--- src/rtl/pulse_train_pkg.sv ---
// Shared types and defaults for the pulse-train transmitter/receiver pair.
// Holds the state encoding and the nominal burst shape.
package pulse_train_pkg;

    typedef enum logic [1:0] {
        IDLE = 2'd0,
        HIGH = 2'd1,
        GAP  = 2'd2,
        SKIP = 2'd3
    } pt_state_e;

    localparam int PT_HIGH_W    = 2;
    localparam int PT_LOW_W     = 1;
    localparam int PT_NUM_PULSE = 3;

    function automatic int pt_max(input int a, input int b);
        return (a > b) ? a : b;
    endfunction

endpackage

--- src/rtl/pulse_train_det.sv ---
// Receive-side checker for a fixed-shape pulse burst on one line.
// Measures high/low run lengths and flags complete or malformed trains.
module pulse_train_det
    import pulse_train_pkg::*;
#(
    parameter int HIGH_W    = PT_HIGH_W,
    parameter int LOW_W     = PT_LOW_W,
    parameter int NUM_PULSE = PT_NUM_PULSE
) (
    input  logic                           clk,
    input  logic                           rst,
    input  logic                           en,
    input  logic                           din,
    output logic                           det,
    output logic                           err,
    output logic                           busy,
    output logic [$clog2(NUM_PULSE+1)-1:0] pcnt
);

    localparam int RW = $clog2(pt_max(HIGH_W, LOW_W) + 2);
    localparam int PW = $clog2(NUM_PULSE + 1);

    localparam logic [RW-1:0] HI  = RW'(HIGH_W);
    localparam logic [RW-1:0] LO  = RW'(LOW_W);
    localparam logic [RW-1:0] ONE = RW'(1);
    localparam logic [PW-1:0] NP  = PW'(NUM_PULSE);

    pt_state_e     state, state_n;
    logic [RW-1:0] run, run_n;
    logic [PW-1:0] pcnt_n, pcnt_inc;
    logic          det_n, err_n;

    // Saturating increment; run never needs to exceed its top value.
    function automatic logic [RW-1:0] sat_inc(input logic [RW-1:0] v);
        return (v == {RW{1'b1}}) ? v : v + ONE;
    endfunction

    assign pcnt_inc = pcnt + PW'(1);

    // Next-state, run/pulse counters and strobes from current state and din.
    always_comb begin
        state_n = state;
        run_n   = run;
        pcnt_n  = pcnt;
        det_n   = 1'b0;
        err_n   = 1'b0;
        if (!en) begin
            state_n = IDLE;
            run_n   = '0;
        end else begin
            unique case (state)
                IDLE: begin
                    if (din) begin
                        state_n = HIGH;
                        run_n   = ONE;
                        pcnt_n  = '0;
                    end
                end
                HIGH: begin
                    if (din) begin
                        if (run < HI) begin
                            run_n = sat_inc(run);
                        end else begin
                            err_n   = 1'b1;
                            state_n = SKIP;
                        end
                    end else if (run != HI) begin
                        err_n   = 1'b1;
                        state_n = IDLE;
                        run_n   = '0;
                    end else if (pcnt_inc == NP) begin
                        det_n   = 1'b1;
                        pcnt_n  = NP;
                        state_n = IDLE;
                        run_n   = '0;
                    end else begin
                        pcnt_n  = pcnt_inc;
                        state_n = GAP;
                        run_n   = ONE;
                    end
                end
                GAP: begin
                    if (!din) begin
                        if (run < LO) begin
                            run_n = sat_inc(run);
                        end else begin
                            err_n   = 1'b1;
                            state_n = IDLE;
                            run_n   = '0;
                        end
                    end else begin
                        // A short gap is flagged but the line keeps tracking.
                        err_n   = (run != LO);
                        state_n = HIGH;
                        run_n   = ONE;
                    end
                end
                SKIP: begin
                    if (!din) begin
                        state_n = IDLE;
                        run_n   = '0;
                    end
                end
                default: begin
                    state_n = IDLE;
                    run_n   = '0;
                end
            endcase
        end
    end

    // State, counters and registered outputs; reset aborts silently.
    always_ff @(posedge clk) begin
        if (rst) begin
            state <= IDLE;
            run   <= '0;
            pcnt  <= '0;
            det   <= 1'b0;
            err   <= 1'b0;
            busy  <= 1'b0;
        end else begin
            state <= state_n;
            run   <= run_n;
            pcnt  <= pcnt_n;
            det   <= det_n;
            err   <= err_n;
            busy  <= (state_n != IDLE);
        end
    end

endmodule
--- config.mk ---
export PLATFORM = sky130hd
export DESIGN_NAME = pulse_train_det
export DESIGN_NICKNAME = d
export VERILOG_FILES = /design/src/rtl/pulse_train_pkg.sv /design/src/rtl/pulse_train_det.sv
export SDC_FILE = /design/constraint.sdc
export NUM_CORES = 1
export LEC_CHECK = 0
export CAP_MARGIN = 20
export CORE_MARGIN = 2
export CORE_UTILIZATION = 46
export DETAILED_ROUTE_END_ITERATION = 8
export PLACE_DENSITY = 0.72
export SLEW_MARGIN = 20
export SYNTH_ARGS = -nofsm -noshare
export SYNTH_HDL_FRONTEND = slang
export SYNTH_SLANG_ARGS = --single-unit
--- constraint.sdc ---
create_clock -name clk -period 1.5 [get_ports clk]
set_clock_uncertainty 0.05 [all_clocks]
set_input_delay 0.45 -clock clk [delete_from_list [all_inputs] [get_ports clk]]
set_output_delay 0.45 -clock clk [all_outputs]
set_load 0.01 [all_outputs]
# --- After elaboration in Yosys (flattened, before gate mapping) ---
# Index checks and enable logic that the tools add are counted.
classes:
  n_eq_ne: 12
  addsub: 2
  bitwise_logic: 2
  n_reduce_logical: 7
  n_lt_le_gt_ge: 2
  n_mux: 32
ops:
  columns: ["cell", "n"]
  rows:
  - ["2-to-1 mux 2 bit", 20]
  - ["case mux 2 bit (4 select lines)", 2]
  - ["!= test 2 bit (second input constant)", 5]
  - ["equality test 2 bit (second input constant)", 4]
  - ["2-to-1 mux 1 bit", 8]
  - ["AND reduction 5 bit", 1]
  - ["OR reduction 5 bit", 1]
  - ["adder 2 x 1 -> 2 bit (second input constant)", 2]
  - ["case mux 2 bit (2 select lines)", 1]
  - ["nonzero test 2 bit", 2]
  - ["!= test 3 bit (second input constant)", 1]
  - ["AND reduction 3 bit", 1]
  - ["equality test 2 x 1 -> 1 bit (second input constant)", 1]
  - ["logical NOT 2 bit", 1]
  - ["less-than comparator 2 x 1 -> 1 bit (second input constant)", 1]
  - ["less-than comparator 2 bit (second input constant)", 1]
  - ["!= test 2 x 1 -> 1 bit (second input constant)", 1]
  - ["NOT 1 bit", 2]
  - ["case mux 1 bit (2 select lines)", 1]
  - ["OR reduction 2 bit", 1]
word_totals:
  reg_bits: 9
  out_inout_bits: 5
  inputBits: 4

# --- Logic depth before layout (Yosys ltp) ---
depth:
  depth_word: 8
  ltp_mapped: 7

# --- Worst setup path before layout ---
# Ideal clock, no wire load.
synth_path:
  path_kind: "reg2reg"
  from: "register state[0]"
  to: "register busy"
  setup_time_ps: 120
  period_less_slack_ps: 1631
  required_time_ps: 1330
  stages_incl_launch_ff: 7
  n_path_buf: 1
  slack_ps: -131
  t_arrival_ps: 1461
  path_cell_list: "dfxtp_1 inv_1 ha_1 buf_2 a31o_2 o311a_1 or2_1"
synth_between:
  elab_chain_cells: 5
  elab_cells_between_ends: 13
  classes_between: "3 x eq/ne; 8 x mux; 2 x reduce/logical"
synth_rtl:
  columns: ["item", "line_no", "rtl"]
  rows:
  - ["start: declaration", "pulse_train_det.sv:28", "pt_state_e state, state_n;"]
  - ["start signal: assignment", "pulse_train_det.sv:122", "state <= state_n;"]
  - ["2-to-1 mux 2 bit, on equally long branches", "pulse_train_det.sv:84, pulse_train_det.sv:61", null]
  - ["2-to-1 mux 2 bit, on equally long branches", "pulse_train_det.sv:83, pulse_train_det.sv:60", null]
  - ["case mux 2 bit (4 select lines) *", "pulse_train_det.sv:51", "unique case (state)"]
  - ["2-to-1 mux 2 bit *", "pulse_train_det.sv:47", "if (!en) begin"]
  - ["nonzero test 2 bit *", "pulse_train_det.sv:127", "busy <= (state_n != IDLE);"]
  - ["end signal: assignment", "pulse_train_det.sv:127", null]
  - ["end: declaration", "pulse_train_det.sv:16", "output logic busy,"]
# Mark *: on every way between the ends. The rest lies on a longest branch, timed or not.
# A chain may end at the register's enable or synchronous reset.

# --- Final worst setup path ---
# Ends and elaborated chain as after synthesis.

==> reports/metrics.cfg <==
[layout]
drive_gt1_share_pct=39.0
final_cells=115
fin_nets=110
area_growth_pct=51.1
antennaDiodeCount=0
fin_area_sq_um=932

[clocking]
h-tree-depth=1
cts_buffer_depth=2
cts_num_sinks=9
cts_tree=built
numCtsBuffers=3
clk_pin_slew_worst_paths_ns=0.06
clockRootBuffer=clkbuf_4
insertion_delay_ns=0.27
hold_buffers=0

[synthesis]
syn_avg_cell_area_sq_um=8.57
synth_top_area_cell=dfxtp_1
async_flop_share_pct=0
synthesis.nets=81
synth_area_leaders=dfxtp_1 (29%), ha_1 (10%), o21ai_0 (6.5%)
yosysUniqueCellTypes=31
synth_most_common_cell=dfxtp_1
syn_area_sq_um=617
ys_seq_area_share_pct=29.2
synth_top_cells_by_count=dfxtp_1 (9), o21ai_0 (8), inv_1 (6)
synth-warning-count=0
ys_seq_elements=9
yosys_most_used_dff=dfxtp_1
synth_top_area_share_pct=29.2
synth_cells=72
synth_edf_count=0

[power_and_ir_drop]
p_per_area_nw_per_um2=616
irDropWorstVdd_mv=0.427
p_leak_nw=0.403
total_power_mw=0.574

[worst_hold_path]
hold_path.class=reg -> reg
min_path_cells=3
hp-start=pcnt[1]
holdPathEnd=pcnt[1]

[route]
route.detailed.drc=0
drt-pass1-iter-count=4
wl_mm=1.62
antenna_left=0
via_per_inst=5.70
wl_per_cell_um=14.0
vias=655
first_iter_violations=15

[timing]
hold_violations=0
tightest_slew_ns=0.373
period_share_pct=103
slew-limit-headroom_pct=75.1
slew_violations=0
worst_slack_ns=-0.0517
fmax_ghz=0.644
fin_crit_ns=1.55
rsz0062_at_grt=yes
setup_viol=2

[die]
ios=9
design.die.area_sq_um=1650
die_w_um=40.6
initial_core_util_pct=48.6
rows=13
die_y_um=40.6
core_sq_um=1270

[placement]
dpl.cell_count=109
placed_cell_area_sq_um=828
portBuffers=8
gp_congestion=0.760
hpwlAfterDp_mm=1.09

[setup_path]
path_max_fanout=5
timing.rr.start=state[0]
end_kind=flip-flop
rr_endpoint=busy
start_kind=flip-flop
cp_data_arrival_time_ns=1.65
rr_worst_depth=7
crit_required_ns=1.60
critPathKind=reg -> reg
regToRegSetupSlack_ns=-0.05

[run_status]
outcome=finished, violations left
failed_checks=negative setup slack

[grt]
grt_start_max_net_pins=10
antenna_found_initial=0
overflow=0
grt_pass1_wl_mm=2.48
grt_usage_pct=23.4
first_global_vias=587

[run]
drv_cap=0

[sequential cells by signal, indices dropped and copies added, names as in the netlist]
name   cells
busy       1
det        1
err        1
pcnt       2
run        2
state      2
[cell usage in the layout (no fill, tap or decap), types with 3 or more instances in the layout]
master / netlist / layout
dlygate4sd2_1: 0 / 6
a211oi_1: 3 / 3
o21ai_0: 8 / 8
nand2_1: 5 / 5
dfxtp_1: 9 / 7
nor4_1: 3 / 3
a21oi_1: 4 / 3
inv_1: 6 / 4
clkbuf_4: 0 / 3
buf_4: 2 / 18
[routing by layer]
layer | GRT usage, % | wire length (um) | vias to the layer above
li1 | - | - | 324
met1 | 25.0 | 700 | 309
met2 | 41.3 | 800 | 18
met3 | 9.78 | 84 | 4
met4 | 7.50 | 30 | 0
met5 | 0 | 0 | -
[through the flow]
step	worst slack (ns)	util (%)	hold WS [ns]	setup TNS [ns]
2_1_floorplan	-0.0283	-	0.485	-0.0283
3_3_place_gp	-0.480	65.3	0.511	-2.78
3_5_place_dp	-0.533	65.3	0.521	-3.05
4_1_cts	-0.0382	71.6	0.533	-0.0568
5_1_grt	-0.0944	73.5	0.580	-0.270
6_report	-0.0517	73.5	0.527	-0.0661
[cells by family (layout without fill, tap and decap cells)]
family                   Yosys count  after routing  synth area share, %
AND/OR/NAND/NOR                   19             19                 17.6
AO/OA/AOI/OAI                     29             29                 35.5
adder cells (fa/ha/maj)            5              5                 10.1
flip-flops                         9              9                 29.2
buffers and inverters             10             38                 7.50
[power by group]
part | internal, mW | switching, mW
sequential | 0.244 | 0.0104
combinational | 0.0684 | 0.0624
clock | 0.103 | 0.0863
total | 0.415 | 0.159
[worst max path at each step]
stage,startpoint,to,slack [ns],cells past startpoint
finish,state[0],busy,-0.05,7
global route,state[0],busy,-0.09,7
detailed placement,din,pcnt[1],-0.53,4
floorplan,state[0],busy,-0.03,6
global placement,din,busy,-0.48,5
CTS,state[1],pcnt[1],-0.04,6
[critical path: stages, from the launching register on]
cell	delay, ns
dfxtp_4	0.37
inv_2	0.08
ha_4	0.18
buf_4	0.16
nor2b_1	0.05
o21ai_0	0.20
a211oi_1	0.13
or2_1	0.23
[area by class of cell]
type,instances,area (sq um)
Sequential cell,9,188
Timing Repair Buffer,27,219
Fill cell,94,337
Multi-Input combinational cell,53,452
Clock buffer,4,26.3
Inverter,7,28.8
Tap cell,15,18.8
[what timing repair did]
action                     4_1_cts  5_1_grt
setup endpoints to repair       12        6
resized for setup               14        6
setup buffers                    2        0
pin swaps                        3        5
(Power assumes the default switching activity.)
